**src/rtl/imsic_msi_pkg.sv**
```systemverilog
// imsic_msi_pkg: shared state encoding and constants for the IMSIC MSI sequencer.
package imsic_msi_pkg;

   // Sequencer states: one write transaction is ISSUE -> WAIT_BUSY -> WAIT_DONE.
   typedef enum logic [1:0] {
      ST_IDLE      = 2'd0,
      ST_ISSUE     = 2'd1,
      ST_WAIT_BUSY = 2'd2,
      ST_WAIT_DONE = 2'd3
   } msi_state_e;

   // Each interrupt file occupies one 4 KiB page.
   localparam int unsigned PAGE_SHIFT = 12;

   // Width of an external interrupt identity.
   localparam int unsigned EIID_W = 11;

   // Index width that never collapses to zero bits, so a single-entry vector still gets a port.
   function automatic int unsigned idx_width(input int unsigned n);
      return (n <= 2) ? 1 : $clog2(n);
   endfunction

endpackage

```
**src/rtl/imsic_msi_rr_arb.sv**
```systemverilog
// imsic_msi_rr_arb: round-robin arbiter; the search for a requester starts at ptr_i and wraps.
module imsic_msi_rr_arb
   import imsic_msi_pkg::*;
#(
   parameter int unsigned  NR_REQ = 4,
   localparam int unsigned IDX_W  = idx_width(NR_REQ)
) (
   input  logic [NR_REQ-1:0] valid_i,
   input  logic [IDX_W-1:0]  ptr_i,
   output logic [NR_REQ-1:0] grant_o,
   output logic [IDX_W-1:0]  idx_o,
   output logic              any_o
);

   logic [2*NR_REQ-1:0] dbl;
   logic [NR_REQ-1:0]   rot;
   int unsigned         ofs;
   int unsigned         win;

   // Rotating the request vector puts the pointer position at bit 0.
   assign dbl = {valid_i, valid_i} >> ptr_i;
   assign rot = dbl[NR_REQ-1:0];

   // Lowest set bit of the rotated vector is the winner; map its offset back to an index.
   always_comb begin
      any_o = 1'b0;
      ofs   = 0;
      for (int i = NR_REQ - 1; i >= 0; i--) begin
         if (rot[i]) begin
            any_o = 1'b1;
            ofs   = unsigned'(i);
         end
      end
      win = 32'(ptr_i) + ofs;
      if (win >= NR_REQ) begin
         win = win - NR_REQ;
      end
      idx_o   = IDX_W'(win);
      grant_o = '0;
      for (int i = 0; i < NR_REQ; i++) begin
         grant_o[i] = any_o && (win == unsigned'(i));
      end
   end

endmodule

```
**src/rtl/imsic_msi_sequencer.sv**
```systemverilog
// imsic_msi_sequencer: arbitrates MSI requests and turns each legal one into a single
// AXI-lite write of the EIID to the page of the target IMSIC interrupt file.
module imsic_msi_sequencer
   import imsic_msi_pkg::*;
#(
   parameter int unsigned  NR_REQ                = 4,
   parameter int unsigned  NR_IMSICS             = 1,
   parameter int unsigned  NR_VS_FILES_PER_IMSIC = 0,
   parameter int unsigned  NR_SRC                = 30,
   parameter int unsigned  AXI_ADDR_WIDTH        = 64,
   parameter int unsigned  AXI_DATA_WIDTH        = 64,
   parameter logic [63:0]  IMSIC_BASE            = 64'h2400_0000,
   parameter int unsigned  TIMEOUT               = 255,
   localparam int unsigned NR_INTP_FILES         = 2 + NR_VS_FILES_PER_IMSIC,
   localparam int unsigned INTP_FILE_LEN         = $clog2(NR_INTP_FILES),
   localparam int unsigned HART_W                = idx_width(NR_IMSICS)
) (
   input  logic                                    i_clk,
   input  logic                                    ni_rst,
   input  logic [NR_REQ-1:0]                       i_req_valid,
   output logic [NR_REQ-1:0]                       o_req_ready,
   input  logic [NR_REQ-1:0][HART_W-1:0]           i_req_hart,
   input  logic [NR_REQ-1:0][INTP_FILE_LEN-1:0]    i_req_file,
   input  logic [NR_REQ-1:0][EIID_W-1:0]           i_req_eiid,
   output logic                                    o_wr_start,
   output logic [AXI_ADDR_WIDTH-1:0]               o_wr_addr,
   output logic [AXI_DATA_WIDTH-1:0]               o_wr_data,
   input  logic                                    i_wr_busy,
   output logic                                    o_drop,
   output logic                                    o_timeout,
   output logic                                    o_busy,
   output logic [15:0]                             o_msi_cnt
);

   localparam int unsigned     IDX_W   = idx_width(NR_REQ);
   localparam int unsigned     WD_W    = $clog2(TIMEOUT + 1);
   localparam logic [WD_W-1:0] WD_LAST = WD_W'(TIMEOUT - 1);

   msi_state_e                state_q, state_d;
   logic [IDX_W-1:0]          rr_ptr_q, rr_ptr_d;
   logic [AXI_ADDR_WIDTH-1:0] addr_q, addr_d;
   logic [AXI_DATA_WIDTH-1:0] data_q, data_d;
   logic [WD_W-1:0]           wdog_q, wdog_d;
   logic [15:0]               cnt_q, cnt_d;
   logic                      drop_q, drop_d;
   logic                      timeout_q, timeout_d;

   logic [NR_REQ-1:0]         arb_grant;
   logic [IDX_W-1:0]          arb_idx;
   logic                      arb_any;
   logic                      accept;
   logic                      req_legal;
   logic                      fire_timeout;
   logic                      finish;

   logic [HART_W-1:0]         sel_hart;
   logic [INTP_FILE_LEN-1:0]  sel_file;
   logic [EIID_W-1:0]         sel_eiid;
   logic [AXI_ADDR_WIDTH-1:0] tgt_addr;

   imsic_msi_rr_arb #(
      .NR_REQ (NR_REQ)
   ) u_arb (
      .valid_i (i_req_valid),
      .ptr_i   (rr_ptr_q),
      .grant_o (arb_grant),
      .idx_o   (arb_idx),
      .any_o   (arb_any)
   );

   assign accept   = (state_q == ST_IDLE) && arb_any;
   assign sel_hart = i_req_hart[arb_idx];
   assign sel_file = i_req_file[arb_idx];
   assign sel_eiid = i_req_eiid[arb_idx];

   // Fields are widened before comparing so parameter values beyond the field range stay exact.
   assign req_legal = (32'(sel_hart) < NR_IMSICS)
                   && (32'(sel_file) < NR_INTP_FILES)
                   && (sel_eiid != '0)
                   && (32'(sel_eiid) < NR_SRC);

   // Harts are spaced by a block of file pages; files are consecutive pages within a hart.
   assign tgt_addr = AXI_ADDR_WIDTH'(IMSIC_BASE)
                   + (AXI_ADDR_WIDTH'(sel_hart) << (PAGE_SHIFT + INTP_FILE_LEN))
                   + (AXI_ADDR_WIDTH'(sel_file) << PAGE_SHIFT);

   // State register.
   always_ff @(posedge i_clk or negedge ni_rst) begin
      if (!ni_rst) begin
         state_q <= ST_IDLE;
      end else begin
         state_q <= state_d;
      end
   end

   // Next state plus watchdog; a wait stage that lasts TIMEOUT cycles is abandoned.
   always_comb begin
      state_d      = state_q;
      wdog_d       = wdog_q;
      fire_timeout = 1'b0;
      finish       = 1'b0;
      unique case (state_q)
         ST_IDLE: begin
            if (accept && req_legal) begin
               state_d = ST_ISSUE;
            end
         end
         ST_ISSUE: begin
            state_d = ST_WAIT_BUSY;
            wdog_d  = '0;
         end
         ST_WAIT_BUSY: begin
            if (i_wr_busy) begin
               state_d = ST_WAIT_DONE;
               wdog_d  = '0;
            end else if (wdog_q == WD_LAST) begin
               state_d      = ST_IDLE;
               fire_timeout = 1'b1;
            end else begin
               wdog_d = wdog_q + 1'b1;
            end
         end
         ST_WAIT_DONE: begin
            if (!i_wr_busy) begin
               state_d = ST_IDLE;
               finish  = 1'b1;
            end else if (wdog_q == WD_LAST) begin
               state_d      = ST_IDLE;
               fire_timeout = 1'b1;
            end else begin
               wdog_d = wdog_q + 1'b1;
            end
         end
         default: begin
            state_d = ST_IDLE;
         end
      endcase
   end

   // Outputs decoded from state; reset overrides the combinational ready as well.
   always_comb begin
      o_req_ready = '0;
      o_wr_start  = 1'b0;
      o_busy      = 1'b0;
      if (ni_rst) begin
         o_req_ready = (state_q == ST_IDLE) ? arb_grant : '0;
         o_wr_start  = (state_q == ST_ISSUE);
         o_busy      = (state_q != ST_IDLE);
      end
   end

   // Datapath next values: pointer moves past every grantee, payload is captured only when legal.
   always_comb begin
      rr_ptr_d  = rr_ptr_q;
      addr_d    = addr_q;
      data_d    = data_q;
      cnt_d     = cnt_q;
      drop_d    = accept && !req_legal;
      timeout_d = fire_timeout;
      if (accept) begin
         rr_ptr_d = (32'(arb_idx) == NR_REQ - 1) ? '0 : arb_idx + 1'b1;
         if (req_legal) begin
            addr_d = tgt_addr;
            data_d = AXI_DATA_WIDTH'(sel_eiid);
         end
      end
      if (finish) begin
         cnt_d = cnt_q + 16'd1;
      end
   end

   // Datapath registers.
   always_ff @(posedge i_clk or negedge ni_rst) begin
      if (!ni_rst) begin
         rr_ptr_q  <= '0;
         addr_q    <= '0;
         data_q    <= '0;
         wdog_q    <= '0;
         cnt_q     <= '0;
         drop_q    <= 1'b0;
         timeout_q <= 1'b0;
      end else begin
         rr_ptr_q  <= rr_ptr_d;
         addr_q    <= addr_d;
         data_q    <= data_d;
         wdog_q    <= wdog_d;
         cnt_q     <= cnt_d;
         drop_q    <= drop_d;
         timeout_q <= timeout_d;
      end
   end

   assign o_wr_addr = addr_q;
   assign o_wr_data = data_q;
   assign o_drop    = drop_q;
   assign o_timeout = timeout_q;
   assign o_msi_cnt = cnt_q;

endmodule
```
**config.mk**
```make
export PLATFORM = sky130hd
export DESIGN_NAME = imsic_msi_sequencer
export DESIGN_NICKNAME = d
export VERILOG_FILES = /design/src/rtl/imsic_msi_pkg.sv /design/src/rtl/imsic_msi_rr_arb.sv /design/src/rtl/imsic_msi_sequencer.sv
export SDC_FILE = /design/constraint.sdc
export NUM_CORES = 1
export LEC_CHECK = 0
export BUFFER_PORTS_ARGS = -buffer_cell sky130_fd_sc_hd__buf_2
export CORE_MARGIN = 10
export CORE_UTILIZATION = 48
export DETAILED_ROUTE_END_ITERATION = 10
export PLACE_DENSITY_LB_ADDON = 0.15
export SLEW_MARGIN = 40
export SYNTH_ARGS = -nofsm -noshare
export SYNTH_HDL_FRONTEND = slang
export SYNTH_SLANG_ARGS = --single-unit
```
**constraint.sdc**
```tcl
create_clock -name i_clk -period 9.35 [get_ports i_clk]
set_clock_uncertainty 0.15 [all_clocks]
set_input_delay 0.4675 -clock i_clk [delete_from_list [all_inputs] [get_ports i_clk]]
set_output_delay 0.4675 -clock i_clk [all_outputs]
set_load 0.01 [all_outputs]
```
==> run_results.csv <==
group,metric,value,unit
status,status,"finished, final reports clean",
worst_setup_path,worstPathArrival,2910,ps
timing,final.period_utilization,37.8,%
placed_design,portBuffers,97,
routing,first_pass_iters,4,
power_and_ir_drop,p_per_area,205,nW/um^2
global_route,grt_max_degree,51,
power_and_ir_drop,power,760,uW
final_layout,synthToLayoutAreaGrowth,7.15,%
global_route,grt_first_pass_wirelength,13.3,mm
global_route,grt_use_total,14.3,%
worst_setup_path,path_max_fanout,12,
floorplanning,fp.dieH,105,um
worst_setup_path,r2r-start,"rr_ptr_q[0]$_DFFE_PN0P_",
synthesis,ys_seq_elements,44,
worst_setup_path,critPathLaunch,"rr_ptr_q[0]$_DFFE_PN0P_",
timing,max_freq,0.283,GHz
worst_setup_path,critPathRequiredTime,8730,ps
worst_setup_path,rr_endpoint,"o_wr_data[4]$_DFFE_PN0P_",
synthesis,ys_seq_area_share,31.8,%
clock_tree,holdBufCountCts,0,
worst_setup_path,timing.reg2reg.setup_slack,5890,ps
final_layout,drive_gt1_share,26.6,%
clock_tree,path_clk_slew,80,ps
global_route,grt-ovfl-total,0,
final_layout,final_core_util,53.8,%
worst_setup_path,crit_slowest_cell,"xnor2_2",
worst_setup_path,crit_end,"o_req_ready[0]",
clock_tree,cts.sinks,44,
final_layout,nets,536,
floorplanning,coreArea,6910,um^2
timing,rsz0062_at_grt,"no",
worst_setup_path,endpoint_kind,"primary output",
power_and_ir_drop,ir_drop,0.116,mV
worst_setup_path,path_class,"flip-flop to primary output",
clock_tree,clock_path_buffers,2,
synthesis,async_flop_share,100,%
routing,routed_wl,8.55,mm
synthesis,yosys_warnings,0,
final_layout,fillerInstances,670,
routing,via_per_inst,4.60,
worst_setup_path,cpPeakStageDelay,560,ps
floorplanning,die_area,11000,um^2
routing,vias,2603,
global_route,antenna_found_initial,0,
final_layout,diodes,0,
synthesis,syn_area_per_cell,9.17,um^2
timing,setup_violations,0,
floorplanning,start_util,50.2,%
timing,min_period,3530,ps
clock_tree,cts_tree,"built",
synthesis,yosysTopAreaCell,"dfrtp_1",
timing,drv_slew,0,
clock_tree,ctsResizeCount,0,
routing,ant_nets,0,
worst_setup_path,path_cells,"nor2_1 -> nand2_1 -> o21ai_0 -> o21ai_0 -> o221ai_1 -> ha_1 -> xor2_1 -> xnor2_2 -> inv_1 -> ha_1 -> and3_1 -> buf_2",
hold_path,hold_class,"input port to async pin",
worst_setup_path,critPathLaunchType,"flip-flop",
routing,wl_per_cell,15.1,um
timing,fin_hold_ws,106,ps
clock_tree,clock_latency,290,ps
clock_tree,root_buffer,"clkbuf_8",
synthesis,netlist-cell-type-count,53,
floorplanning,row_count,30,
timing,fin_tns_setup,0,ps
placed_design,globalplace.congestion,0.842,
placed_design,dp_hpwl,7.21,mm
routing,drt_iter0_drc,128,
clock_tree,cts_made_buffers,5,
global_route,grt_pass1_vias,2719,
synthesis,netlist_top_cells_area,"dfrtp_1, buf_4, mux4_2",
power_and_ir_drop,p_leak,0.00201,uW
timing,worst_pin_slew,686,ps
synthesis,synth_area,3470,um^2
synthesis,synth_edf_count,0,
synthesis,synth_top_area_share,31.8,%
flow_run,maxCapViolations,0,
worst_setup_path,r2r_cells,12,
synthesis,synth_ff_type,"dfrtp_1",
floorplanning,die_w,105,um
synthesis,synth_cells,378,
timing,finalHoldViolCount,0,
clock_tree,post_cts_buffers,0,
routing,drc,0,
clock_tree,h-tree-depth,2,
floorplanning,io_pins,211,
timing,relSlewSlack,53.8,%
==> cell families (layout without fill, tap and decap cells) <==
kind of cell    count (synthesis)  count (layout)  synth area share, %
fa+ha+maj                       8               8                 2.89
xor+xnor                       18              18                 4.55
other cells                     1             113                0.108
simple gates                  109             109                 16.6
compound gates                 45              45                 8.92
mux                            18              18                 7.83
flops                          44              44                 31.8
buf+inv                       135             115                 27.4
==> metal layers <==
metal | GRT usage (%) | part of all wire (%) | up-vias
li1 | - | - | 1264
met2 | 24.6 | 50 | 128
met1 | 15.4 | 39 | 1209
met5 | 0 | 0 | -
met4 | 3.24 | 0.48 | 0
met3 | 7.19 | 11 | 2
==> layout by cell type, fill, tap and decap left out, drive strengths merged, types with 2 or more instances in the layout <==
master / synthesis / layout
a211oi: 2 / 2
a21oi: 7 / 7
a221oi: 2 / 2
a22o: 3 / 3
a32o: 2 / 2
and2: 8 / 8
and3: 7 / 7
buf: 119 / 98
clkbuf: 7 / 6
clkinv: 1 / 2
conb: 1 / 113
dfrtp: 44 / 44
ha: 8 / 8
inv: 8 / 8
mux2: 10 / 10
mux2i: 2 / 2
mux4: 6 / 6
nand2: 24 / 24
nand2b: 3 / 3
nand3: 8 / 8
nand4: 15 / 15
nor2: 20 / 20
nor2b: 3 / 3
nor3: 3 / 3
nor3b: 2 / 2
nor4: 8 / 8
nor4b: 2 / 2
o21ai: 15 / 15
or4: 2 / 2
xnor2: 12 / 12
xor2: 6 / 6
==> synth_stat cells (all sizes together), types with 7 or more instances <==
cell type,instances
a21oi,7
ha,8
nor2,20
inv,8
buf,119
mux2,10
nand3,8
nand2,24
o21ai,15
nor4,8
and2,8
dfrtp,44
xnor2,12
nand4,15
and3,7
clkbuf,7
==> state kept, by name (all words and copies together) (netlist names) <==
name       count
o_msi_cnt     16
rr_ptr_q       2
o_drop         1
o_wr_data     11
o_timeout      1
o_wr_addr      3
state_q        2
wdog_q         8
==> power by group <==
part	leakage (uW)	internal, uW	switching, uW
registers	0.000585	222	49.8
logic	0.00136	154	182
clock network	0.0000614	87.4	65.3
total	0.00201	463	297
==> layout make-up <==
class,instances,area (um^2),area share (%)
multi-input combinational,311,1840,49.7
sequential,44,1100,29.6
inverter,9,33.8,0.910
timing repair buffer,98,493,13.3
clock buffer,6,82.6,2.22
tap,96,120,3.23
clock inverter,2,38.8,1.04
==> stage by stage <==
stage,instances,worst slack (ps),instance area [um^2]
after floorplan,490,6260,3890
after global placement,558,5770,3580
after detailed placement,558,5780,3590
after CTS,566,5800,3710
after global routing,566,5550,3710
final,566,5820,3710
==> worst max-delay path, delay by kind of cell (launching register included) <==
kind	cells	cell delay [ps]
XOR/XNOR	2	730
AO/OA/AOI/OAI	3	340
flip-flops	1	540
AND/OR/NAND/NOR	3	310
adder cells (fa/ha/maj)	2	410
buffers and inverters	2	270
==> worst min path at each step <==
stage / cells past startpoint / startpoint / endpoint
global route: 2 / ni_rst / o_msi_cnt[14]$_DFFE_PN0P_
global placement: 1 / o_msi_cnt[15]$_DFFE_PN0P_ / o_msi_cnt[15]$_DFFE_PN0P_
finish: 2 / ni_rst / o_msi_cnt[14]$_DFFE_PN0P_
CTS: 2 / ni_rst / o_msi_cnt[14]$_DFFE_PN0P_
detailed placement: 1 / o_msi_cnt[15]$_DFFE_PN0P_ / o_msi_cnt[15]$_DFFE_PN0P_
floorplan: 0 / ni_rst / o_drop$_DFF_PN0_
Power figures use the tool's default switching activity.
